===== src/rtl/subsystem_button_pkg.sv =====
// subsystem_button_pkg: shared FSM type and sizing helpers for the push-button conditioner.
// Build option: defining SUBSYSTEM_BUTTON_LONG_PRESS_EN compiles in the long-press hold logic.
package subsystem_button_pkg;

  typedef enum logic [1:0] {
    RELEASED     = 2'd0,
    PRESS_PEND   = 2'd1,
    PRESSED      = 2'd2,
    RELEASE_PEND = 2'd3
  } btn_fsm_e;

`ifdef SUBSYSTEM_BUTTON_LONG_PRESS_EN
  localparam bit LONG_PRESS_EN = 1'b1;
`else
  localparam bit LONG_PRESS_EN = 1'b0;
`endif

  // The prescaler produces one tick per millisecond.
  localparam int TICKS_PER_SEC = 1000;

  // Clock cycles between successive 1 ms ticks.
  function automatic int tick_div(input int clk_freq);
    return clk_freq / TICKS_PER_SEC;
  endfunction

  // Prescaler counter width.
  function automatic int prescale_width(input int clk_freq);
    return $clog2(tick_div(clk_freq));
  endfunction

  // Per-channel counter width: must hold the hold time when long-press is built in,
  // otherwise only the debounce time.
  function automatic int cnt_width(input int debounce_ms, input int long_ms);
    return LONG_PRESS_EN ? $clog2(long_ms + 1) : $clog2(debounce_ms + 1);
  endfunction

endpackage


===== src/rtl/button_debounce_ch.sv =====
// button_debounce_ch: one button channel -- two-flop synchroniser, polarity fix-up,
// four-state debounce FSM and (with SUBSYSTEM_BUTTON_LONG_PRESS_EN) the hold counter.
module button_debounce_ch
  import subsystem_button_pkg::*;
#(
  parameter bit INVERTED    = 1'b0,
  parameter int DEBOUNCE_MS = 10,
`ifdef SUBSYSTEM_BUTTON_LONG_PRESS_EN
  parameter int LONG_MS     = 1000,
`endif
  parameter int CNT_W       = 4
) (
  input  logic clk,
  input  logic rst_n,
  input  logic pin,
  input  logic tick,
  input  logic ready,
  output logic level,
  output logic press,
  output logic rel,
  output logic hold
);

  localparam logic [CNT_W-1:0] DEB_LAST = CNT_W'(DEBOUNCE_MS - 1);

  logic [1:0]       sync_ff;
  logic             sync;
  btn_fsm_e         state, state_nxt;
  logic [CNT_W-1:0] deb_cnt, deb_nxt;
  logic             level_nxt, press_nxt, rel_nxt;

  // Bring the asynchronous pin into the clock domain before any decision is made on it.
  always_ff @(posedge clk or negedge rst_n) begin
    if (!rst_n) sync_ff <= 2'b00;
    else        sync_ff <= {sync_ff[0], pin};
  end

  assign sync = sync_ff[1] ^ INVERTED;

  // Debounce FSM: a new level must persist for DEBOUNCE_MS ticks; strobes are muted until ready.
  always_comb begin
    state_nxt = state;
    deb_nxt   = deb_cnt;
    level_nxt = level;
    press_nxt = 1'b0;
    rel_nxt   = 1'b0;
    case (state)
      RELEASED: begin
        if (sync) begin
          state_nxt = PRESS_PEND;
          deb_nxt   = '0;
        end
      end
      PRESS_PEND: begin
        if (!sync) begin
          state_nxt = RELEASED;
        end else if (tick) begin
          if (deb_cnt == DEB_LAST) begin
            state_nxt = PRESSED;
            level_nxt = 1'b1;
            press_nxt = ready;
          end else begin
            deb_nxt = deb_cnt + 1'b1;
          end
        end
      end
      PRESSED: begin
        if (!sync) begin
          state_nxt = RELEASE_PEND;
          deb_nxt   = '0;
        end
      end
      RELEASE_PEND: begin
        if (sync) begin
          state_nxt = PRESSED;
        end else if (tick) begin
          if (deb_cnt == DEB_LAST) begin
            state_nxt = RELEASED;
            level_nxt = 1'b0;
            rel_nxt   = ready;
          end else begin
            deb_nxt = deb_cnt + 1'b1;
          end
        end
      end
      default: begin
        state_nxt = RELEASED;
        level_nxt = 1'b0;
      end
    endcase
  end

  // FSM state, debounce counter and registered level/strobes.
  always_ff @(posedge clk or negedge rst_n) begin
    if (!rst_n) begin
      state   <= RELEASED;
      deb_cnt <= '0;
      level   <= 1'b0;
      press   <= 1'b0;
      rel     <= 1'b0;
    end else begin
      state   <= state_nxt;
      deb_cnt <= deb_nxt;
      level   <= level_nxt;
      press   <= press_nxt;
      rel     <= rel_nxt;
    end
  end

`ifdef SUBSYSTEM_BUTTON_LONG_PRESS_EN
  localparam logic [CNT_W-1:0] HOLD_MAX  = CNT_W'(LONG_MS);
  localparam logic [CNT_W-1:0] HOLD_LAST = CNT_W'(LONG_MS - 1);

  logic [CNT_W-1:0] hold_cnt, hold_nxt;
  logic             no_event, no_event_nxt;
  logic             long_q, long_nxt;

  // Hold counter restarts on each accepted press, saturates so the long strobe fires once,
  // and is frozen (not cleared) while a release is only pending. A press already in progress
  // before start-up settles is marked no-event so it never produces a long strobe.
  always_comb begin
    hold_nxt     = hold_cnt;
    long_nxt     = 1'b0;
    no_event_nxt = no_event;
    if (state == PRESS_PEND && state_nxt == PRESSED) begin
      hold_nxt = '0;
    end else if (state == PRESSED && tick && hold_cnt != HOLD_MAX) begin
      hold_nxt = hold_cnt + 1'b1;
      long_nxt = (hold_cnt == HOLD_LAST) && ready && !no_event;
    end
    if (state_nxt == RELEASED) begin
      no_event_nxt = 1'b0;
    end else if (!ready && (state_nxt == PRESSED || state_nxt == RELEASE_PEND)) begin
      no_event_nxt = 1'b1;
    end
  end

  // Hold counter, no-event flag and long-press strobe registers.
  always_ff @(posedge clk or negedge rst_n) begin
    if (!rst_n) begin
      hold_cnt <= '0;
      no_event <= 1'b0;
      long_q   <= 1'b0;
    end else begin
      hold_cnt <= hold_nxt;
      no_event <= no_event_nxt;
      long_q   <= long_nxt;
    end
  end

  assign hold = long_q;
`else
  assign hold = 1'b0;
`endif

endmodule


===== src/rtl/subsystem_button.sv =====
// subsystem_button: front-panel button conditioner -- shared 1 ms prescaler, start-up
// settling counter driving ready, and one debounce channel per button.
// Build option: SUBSYSTEM_BUTTON_LONG_PRESS_EN enables the per-channel btn_long strobe.
module subsystem_button
  import subsystem_button_pkg::*;
#(
  parameter int CLK_FREQ    = 125000000,
  parameter int NUM_BTN     = 4,
  parameter bit INVERTED    = 1'b0,
  parameter int DEBOUNCE_MS = 10,
  parameter int LONG_MS     = 1000
) (
  input  logic               clk,
  input  logic               rst_n,
  input  logic [NUM_BTN-1:0] btn_in,
  output logic [NUM_BTN-1:0] btn_state,
  output logic [NUM_BTN-1:0] btn_press,
  output logic [NUM_BTN-1:0] btn_release,
  output logic [NUM_BTN-1:0] btn_long,
  output logic               ready
);

  localparam int TICK_DIV = tick_div(CLK_FREQ);
  localparam int PRE_W    = prescale_width(CLK_FREQ);
  localparam int CNT_W    = cnt_width(DEBOUNCE_MS, LONG_MS);
  localparam int SU_W     = $clog2(DEBOUNCE_MS + 1);

  localparam logic [PRE_W-1:0] PRE_LAST = PRE_W'(TICK_DIV - 1);
  localparam logic [SU_W-1:0]  SU_LAST  = SU_W'(DEBOUNCE_MS - 1);

  logic [PRE_W-1:0] pre_cnt;
  logic [SU_W-1:0]  su_cnt;
  logic             tick;

  assign tick = (pre_cnt == PRE_LAST);

  // Free-running millisecond prescaler shared by all channels.
  always_ff @(posedge clk or negedge rst_n) begin
    if (!rst_n)    pre_cnt <= '0;
    else if (tick) pre_cnt <= '0;
    else           pre_cnt <= pre_cnt + 1'b1;
  end

  // Start-up window: ready rises once DEBOUNCE_MS ticks have elapsed since reset, then holds.
  always_ff @(posedge clk or negedge rst_n) begin
    if (!rst_n) begin
      su_cnt <= '0;
      ready  <= 1'b0;
    end else if (!ready && tick) begin
      if (su_cnt == SU_LAST) ready  <= 1'b1;
      else                   su_cnt <= su_cnt + 1'b1;
    end
  end

  for (genvar i = 0; i < NUM_BTN; i++) begin : g_ch
    button_debounce_ch #(
      .INVERTED    (INVERTED),
      .DEBOUNCE_MS (DEBOUNCE_MS),
`ifdef SUBSYSTEM_BUTTON_LONG_PRESS_EN
      .LONG_MS     (LONG_MS),
`endif
      .CNT_W       (CNT_W)
    ) u_ch (
      .clk   (clk),
      .rst_n (rst_n),
      .pin   (btn_in[i]),
      .tick  (tick),
      .ready (ready),
      .level (btn_state[i]),
      .press (btn_press[i]),
      .rel   (btn_release[i]),
      .hold  (btn_long[i])
    );
  end

endmodule

===== config.mk =====
export PLATFORM = sky130hd
export DESIGN_NAME = subsystem_button
export DESIGN_NICKNAME = d
export VERILOG_FILES = /design/src/rtl/subsystem_button_pkg.sv /design/src/rtl/button_debounce_ch.sv /design/src/rtl/subsystem_button.sv
export SDC_FILE = /design/constraint.sdc
export NUM_CORES = 1
export LEC_CHECK = 0
export CORE_MARGIN = 8
export CORE_UTILIZATION = 45
export DETAILED_ROUTE_END_ITERATION = 16
export PLACE_DENSITY_LB_ADDON = 0.3
export RECOVER_POWER = 25
export SETUP_SLACK_MARGIN = 0.4
export SLEW_MARGIN = 20
export SYNTH_ARGS = -nofsm -noshare
export SYNTH_HDL_FRONTEND = slang
export SYNTH_SLANG_ARGS = --single-unit

===== constraint.sdc =====
create_clock -name clk -period 3.25 [get_ports clk]
set_input_delay 0.65 -clock clk [delete_from_list [all_inputs] [get_ports clk]]
set_output_delay 0.65 -clock clk [all_outputs]
set_load 0.03 [all_outputs]

# After elaboration in Yosys (flattened, before gate mapping)
# Index checks and enable logic that the tools add are counted.
# classes
muxes	117
n_eq_ne	66
n_bitwise	1
reduce_logical	24
addsub	6
# ops
op	n
$mux 4	24
$mux 2	32
$pmux 4 s4	4
$mux 1	48
$ne 2x1->1 const B	16
$ne 2x2->1 const B	16
$pmux 2 s4	4
$reduce_and 7->1	4
$ne 3x3->1 const B	8
$reduce_and 6->1	4
$add 4x1->4 const B	5
$eq 4x4->1 const B	5
$add 17x1->17 const B	1
$eq 17x17->1 const B	1
$mux 17	1
$eq 2x2->1 const B	8
$reduce_and 4->1	4
$ne 3x1->1 const B	4
$ne 3x2->1 const B	4
$eq 2x1->1 const B	4
$logic_not 2->1	4
$pmux 1 s2	4
$reduce_bool 2->1	4
$reduce_and 2->1	2
other kinds (3)	3
# totals
out_inout_bits	17
register_bits	66

# Logic depth before layout (Yosys ltp)
# logic_depth
depth_word	5
depth_mapped	7

# Hierarchy
# A second synthesis with hierarchy kept.
# unflattened
cells_unflattened	288
hier_area_um2	3169.3
# modules_own_cells
module	seq_area_each_um2	instances	area_each_um2	cells_each
button_debounce_ch	275.3	4	518.0	47
subsystem_button	550.5	1	1097.3	100

# Worst setup path before layout
# Ideal clock, no wire load.
# synth_timing
path_kind	reg2reg
from	register pre_cnt[0]
to	register su_cnt[2]
n_path_buf	1
slack_ps	1512
synth_period_minus_slack_ps	1738
arrival_time_ps	1610
path_stages_with_launch	7
path_cell_list	dfrtp_1 ha_1 and4bb_2 nand4_1 buf_4 nor3b_2 mux2_1
# synth_between
elab_chain_len	3
# synth_rtl
item	line	rtl
start, declared	subsystem_button.sv:31	logic [PRE_W-1:0] pre_cnt;
start signal, assigned	subsystem_button.sv:41	else pre_cnt <= pre_cnt + 1'b1;
$eq 17x17->1	subsystem_button.sv:35	assign tick = (pre_cnt == PRE_LAST);
$logic_and 1x1->1	subsystem_button.sv:49	end else if (!ready && tick) begin
$reduce_and 2->1 (no source line)	n/a	
end signal, assigned	subsystem_button.sv:51	else su_cnt <= su_cnt + 1'b1;
end, declared	subsystem_button.sv:32	logic [SU_W-1:0] su_cnt;
# No other way between the ends.
# A chain may end at the register's enable or synchronous reset.

# Worst setup path after layout
# layout_timing
from	register ready
to	output ready
# layout_lines
item	line	rtl
start, declared	subsystem_button.sv:20	output logic ready
start signal, assigned	subsystem_button.sv:48	ready <= 1'b0;
start signal, assigned	subsystem_button.sv:50	if (su_cnt == SU_LAST) ready <= 1'b1;
# No word-level cell between the ends.

==> metrics.md <==
| Metric | Value |
|---|---|
| Outcome | `complete, but fails checks` |
| Failing checks | `max-capacitance violations, max-slew violations` |
| Max Fanout on Critical Path | `9` |
| Endpoints failing setup | `0` |
| Top cells by count, synth | `66 x dfrtp_1, 24 x nand2_1, 23 x nor2_1, 21 x buf_4, 19 x a21oi_1` |
| Worst path required time | `2.60 ns` |
| Initial antenna violation count | `0` |
| Layout cells sized above 1 | `10.6%` |
| Setup TNS | `0 ns` |
| Drt total wl | `6.14 mm` |
| Sw Share | `21.2%` |
| Clock power share | `47.7%` |
| Synthesized flop and latch total | `66` |
| Area leader, netlist | `dfrtp_1` |
| Post-synthesis simple-gate area fraction | `22.1%` |
| Area contributors post-synth | `dfrtp_1 49%, buf_4 4.6%, ha_1 4.1%, a21oi_1 2.8%, nand2_1 2.7%` |
| Slew Viols, Final | `35` |
| Fill cells | `673` |
| Final hold viol count | `0` |
| Clk_skew | `0.00935 ns` |
| Worst hold path class | `reg -> reg` |
| Most common cell in the synthesized netlist | `dfrtp_1` |
| Overall Power | `1.69 mW` |
| DRT Pass-1 Iters | `4` |
| Die Wd | `103 um` |
| Slew margin rel. | `-28.5%` |
| RSZ-0062 raised after global routing | `no` |
| Clock buffer count from CTS | `9` |
| Mux contribution to synthesized area | `2.65%` |
| DRC | `0` |
| Post-synthesis cell count | `320` |
| Post-synthesis xor/xnor area fraction | `4.64%` |
| CP endpoint kind | `primary output` |
| Crit path kind | `reg -> out` |
| # rows | `31` |
| Worst path arrival time | `1.73 ns` |
| Area growth from synthesis to layout | `10.6%` |
| P_int | `1.33 mW` |
| Hold Slack | `0.349 ns` |
| CP startpoint kind | `flip-flop` |
| EDFF count, synth | `0` |
| PortBufs | `18` |
| # hold bufs at CTS | `0` |
| Die ar. | `0.0106 mm^2` |
| Crit path max-delay family | `buffers and inverters` |
| CTS Buffer Depth | `2` |
| Mapped cell area | `0.00339 mm^2` |
| CP bufs+invs | `1` |
| Pin count of the biggest net entering global routing | `36` |
| Multi-input gate area | `0.00148 mm^2` |
| Psw | `0.359 mW` |
| Starting DRT DRC Count | `149` |
| Post-DRT Antenna Nets | `0` |
| Max-cap violation count | `1` |
| # diodes | `0` |
| Overall Global Routing Usage | `13.0%` |
| DR vias | `2334` |
| Async SR Flop Fraction | `100%` |
| Global placement routability congestion | `0.770` |
| Initial Util | `46.6%` |
| Post_cts resized | `0` |
| Synth cell types | `60` |
| Number of global-route vias before repair | `2322` |
| Slowest-stage cell, CP | `clkdlybuf4s50_1` |
| Grt total ovfl | `0` |
| Fin crit share | `73.1%` |
| Tmin final | `2.38 ns` |
| Sequential power share | `49.6%` |
| I/O pin total | `23` |
| Adder-Cell Fraction of Synth Area | `4.05%` |
| DP Cell Count | `413` |
| Avg WL per Cell | `14.3 um` |
| Ys Warns | `0` |
| Comb pwr share | `2.7%` |
| Largest family of logic cells by synthesized area | `simple AND/OR/NAND/NOR gates` |
| Postcts setup bufs | `0` |
| CTS tree | `done` |
| Post-synth top area share | `48.7%` |
| CTS H-Tree Depth | `3` |
| PD cells | `451 mW/mm^2` |
| FF+latch area | `0.00165 mm^2` |
| Crit-path cells | `clkdlybuf4s50_1` |
| Register area share after synthesis | `48.7%` |
| Core Footprint | `0.00729 mm^2` |
| VDD IR max | `219 uV` |
| Fmax | `421 MHz` |
| Final instance area | `0.00375 mm^2` |
| Worst path max stage delay | `0.76 ns` |
| Via/cell ratio | `5.44` |
| Top FF cell, synth | `dfrtp_1` |
| Slew @ Worst Pin | `1.93 ns` |
| Clock sinks | `66` |
| Net count, final | `342` |
| Die height | `103 um` |
| Non-filler instance count after layout | `429` |
| Global-route wire length before repair | `10.7 mm` |
| Detailed-placement wirelength estimate | `4.13 mm` |
| Synth Area in Compound Gates | `9.69%` |
| Syn Area/Cell | `10.6 um^2` |
| Clk_lat worst skew | `0.35 ns` |
| Placement Cell Area | `0.00352 mm^2` |
| Reg clk slew, reported paths | `0.07 ns` |
| Lkg Pwr | `1.65 nW` |
| Clock root cell | `clkbuf_8` |
-- kinds of logic (layout without fill, tap and decap cells) --
kind of cell | Yosys count | after routing
and+or+nand+nor | 126 | 126
muxes | 8 | 8
xor gates and xnor gates | 18 | 18
buffers and inverters | 43 | 50
AOI/OAI and AO/OA | 47 | 47
DFF | 66 | 66
other | 1 | 4
adders and majority gates | 11 | 11
-- metrics by stage --
step           worst slack (ns)  util, %
3_3_place_gp               1.16     48.2
2_1_floorplan              1.51        -
4_1_cts                   0.835     51.5
6_report                  0.874     51.5
3_5_place_dp               1.09     48.2
5_1_grt                   0.779     51.5
-- area by class of cell --
type / instances / share of cell area [%]
clock buffers: 12 / 4.40
clock inverters: 4 / 1.93
inverters: 12 / 1.20
multi-input cells: 214 / 39.4
flip-flops and latches: 66 / 44.0
well taps: 99 / 3.30
repair buffers: 22 / 5.77
-- worst paths after layout --
| check | slack [ns] | depth (start not counted) | from | end |
|---|---|---|---|---|
| setup / recovery | 0.87 | 1 | ready | ready |
| hold / removal | 0.35 | 0 | g_ch[2].u_ch.sync_ff[0] | g_ch[2].u_ch.sync_ff[1] |
| setup reg to reg | 1.07 | 6 | pre_cnt[0] | g_ch[2].u_ch.press |
| hold reg to reg | 0.35 | 0 | g_ch[2].u_ch.sync_ff[0] | g_ch[2].u_ch.sync_ff[1] |
| max in group asynchronous | 1.31 | 1 | rst_n | pre_cnt[8] |
| min in group asynchronous | 0.83 | 1 | rst_n | g_ch[3].u_ch.deb_cnt[0] |
-- registers in the layout, indices dropped and copies added (netlist names), named ones only --
signal             flops
g_ch.u_ch.sync_ff      8
g_ch.u_ch.deb_cnt     16
pre_cnt               17
g_ch.u_ch.press        4
g_ch.u_ch.level        4
su_cnt                 4
g_ch.u_ch.rel          4
ready                  1
g_ch.u_ch.state        4
-- cell usage in the layout, fill, tap and decap left out, types with 3 or more instances in the layout --
| cell type | netlist | layout |
|---|---|---|
| a211o_1 | 3 | 3 |
| a21oi_1 | 19 | 19 |
| and3_1 | 4 | 4 |
| and4_1 | 3 | 3 |
| and4b_1 | 3 | 3 |
| and4bb_2 | 3 | 3 |
| buf_4 | 21 | 3 |
| clkbuf_8 | 0 | 12 |
| clkdlybuf4s50_1 | 0 | 13 |
| conb_1 | 1 | 4 |
| dfrtp_1 | 66 | 66 |
| dlygate4sd3_1 | 0 | 4 |
| ha_1 | 11 | 11 |
| inv_1 | 12 | 12 |
| mux2_2 | 3 | 3 |
| mux2i_1 | 3 | 3 |
| nand2_1 | 24 | 24 |
| nand3_1 | 17 | 17 |
| nand4_1 | 7 | 7 |
| nand4b_1 | 4 | 4 |
| nor2_1 | 23 | 23 |
| nor3_1 | 6 | 6 |
| nor3b_1 | 9 | 9 |
| nor4_1 | 4 | 4 |
| o21ai_0 | 4 | 4 |
| o31ai_1 | 3 | 3 |
| xnor2_1 | 10 | 10 |
| xor2_1 | 8 | 8 |
-- routing by layer --
metal | vias up | global-route usage (%) | part of all wire, % | routed length [um]
met5 | - | 0 | 0 | 0
met4 | 0 | 8.45 | 2.7 | 164
met3 | 12 | 2.77 | 4.0 | 245
met2 | 35 | 20.4 | 46 | 2840
met1 | 1157 | 15.9 | 47 | 2890
li1 | 1130 | - | - | -
-- power groups by stage --
stage | clock, mW | sequential [mW] | combinational, mW
floorplan | 0 | 0.849 | 0.0322
global placement | 0 | 0.855 | 0.0477
detailed placement | 0 | 0.855 | 0.0486
CTS | 0.825 | 0.839 | 0.0487
global route | 0.858 | 0.841 | 0.0524
finish | 0.809 | 0.840 | 0.0458
Power figures use the tool's default switching activity.
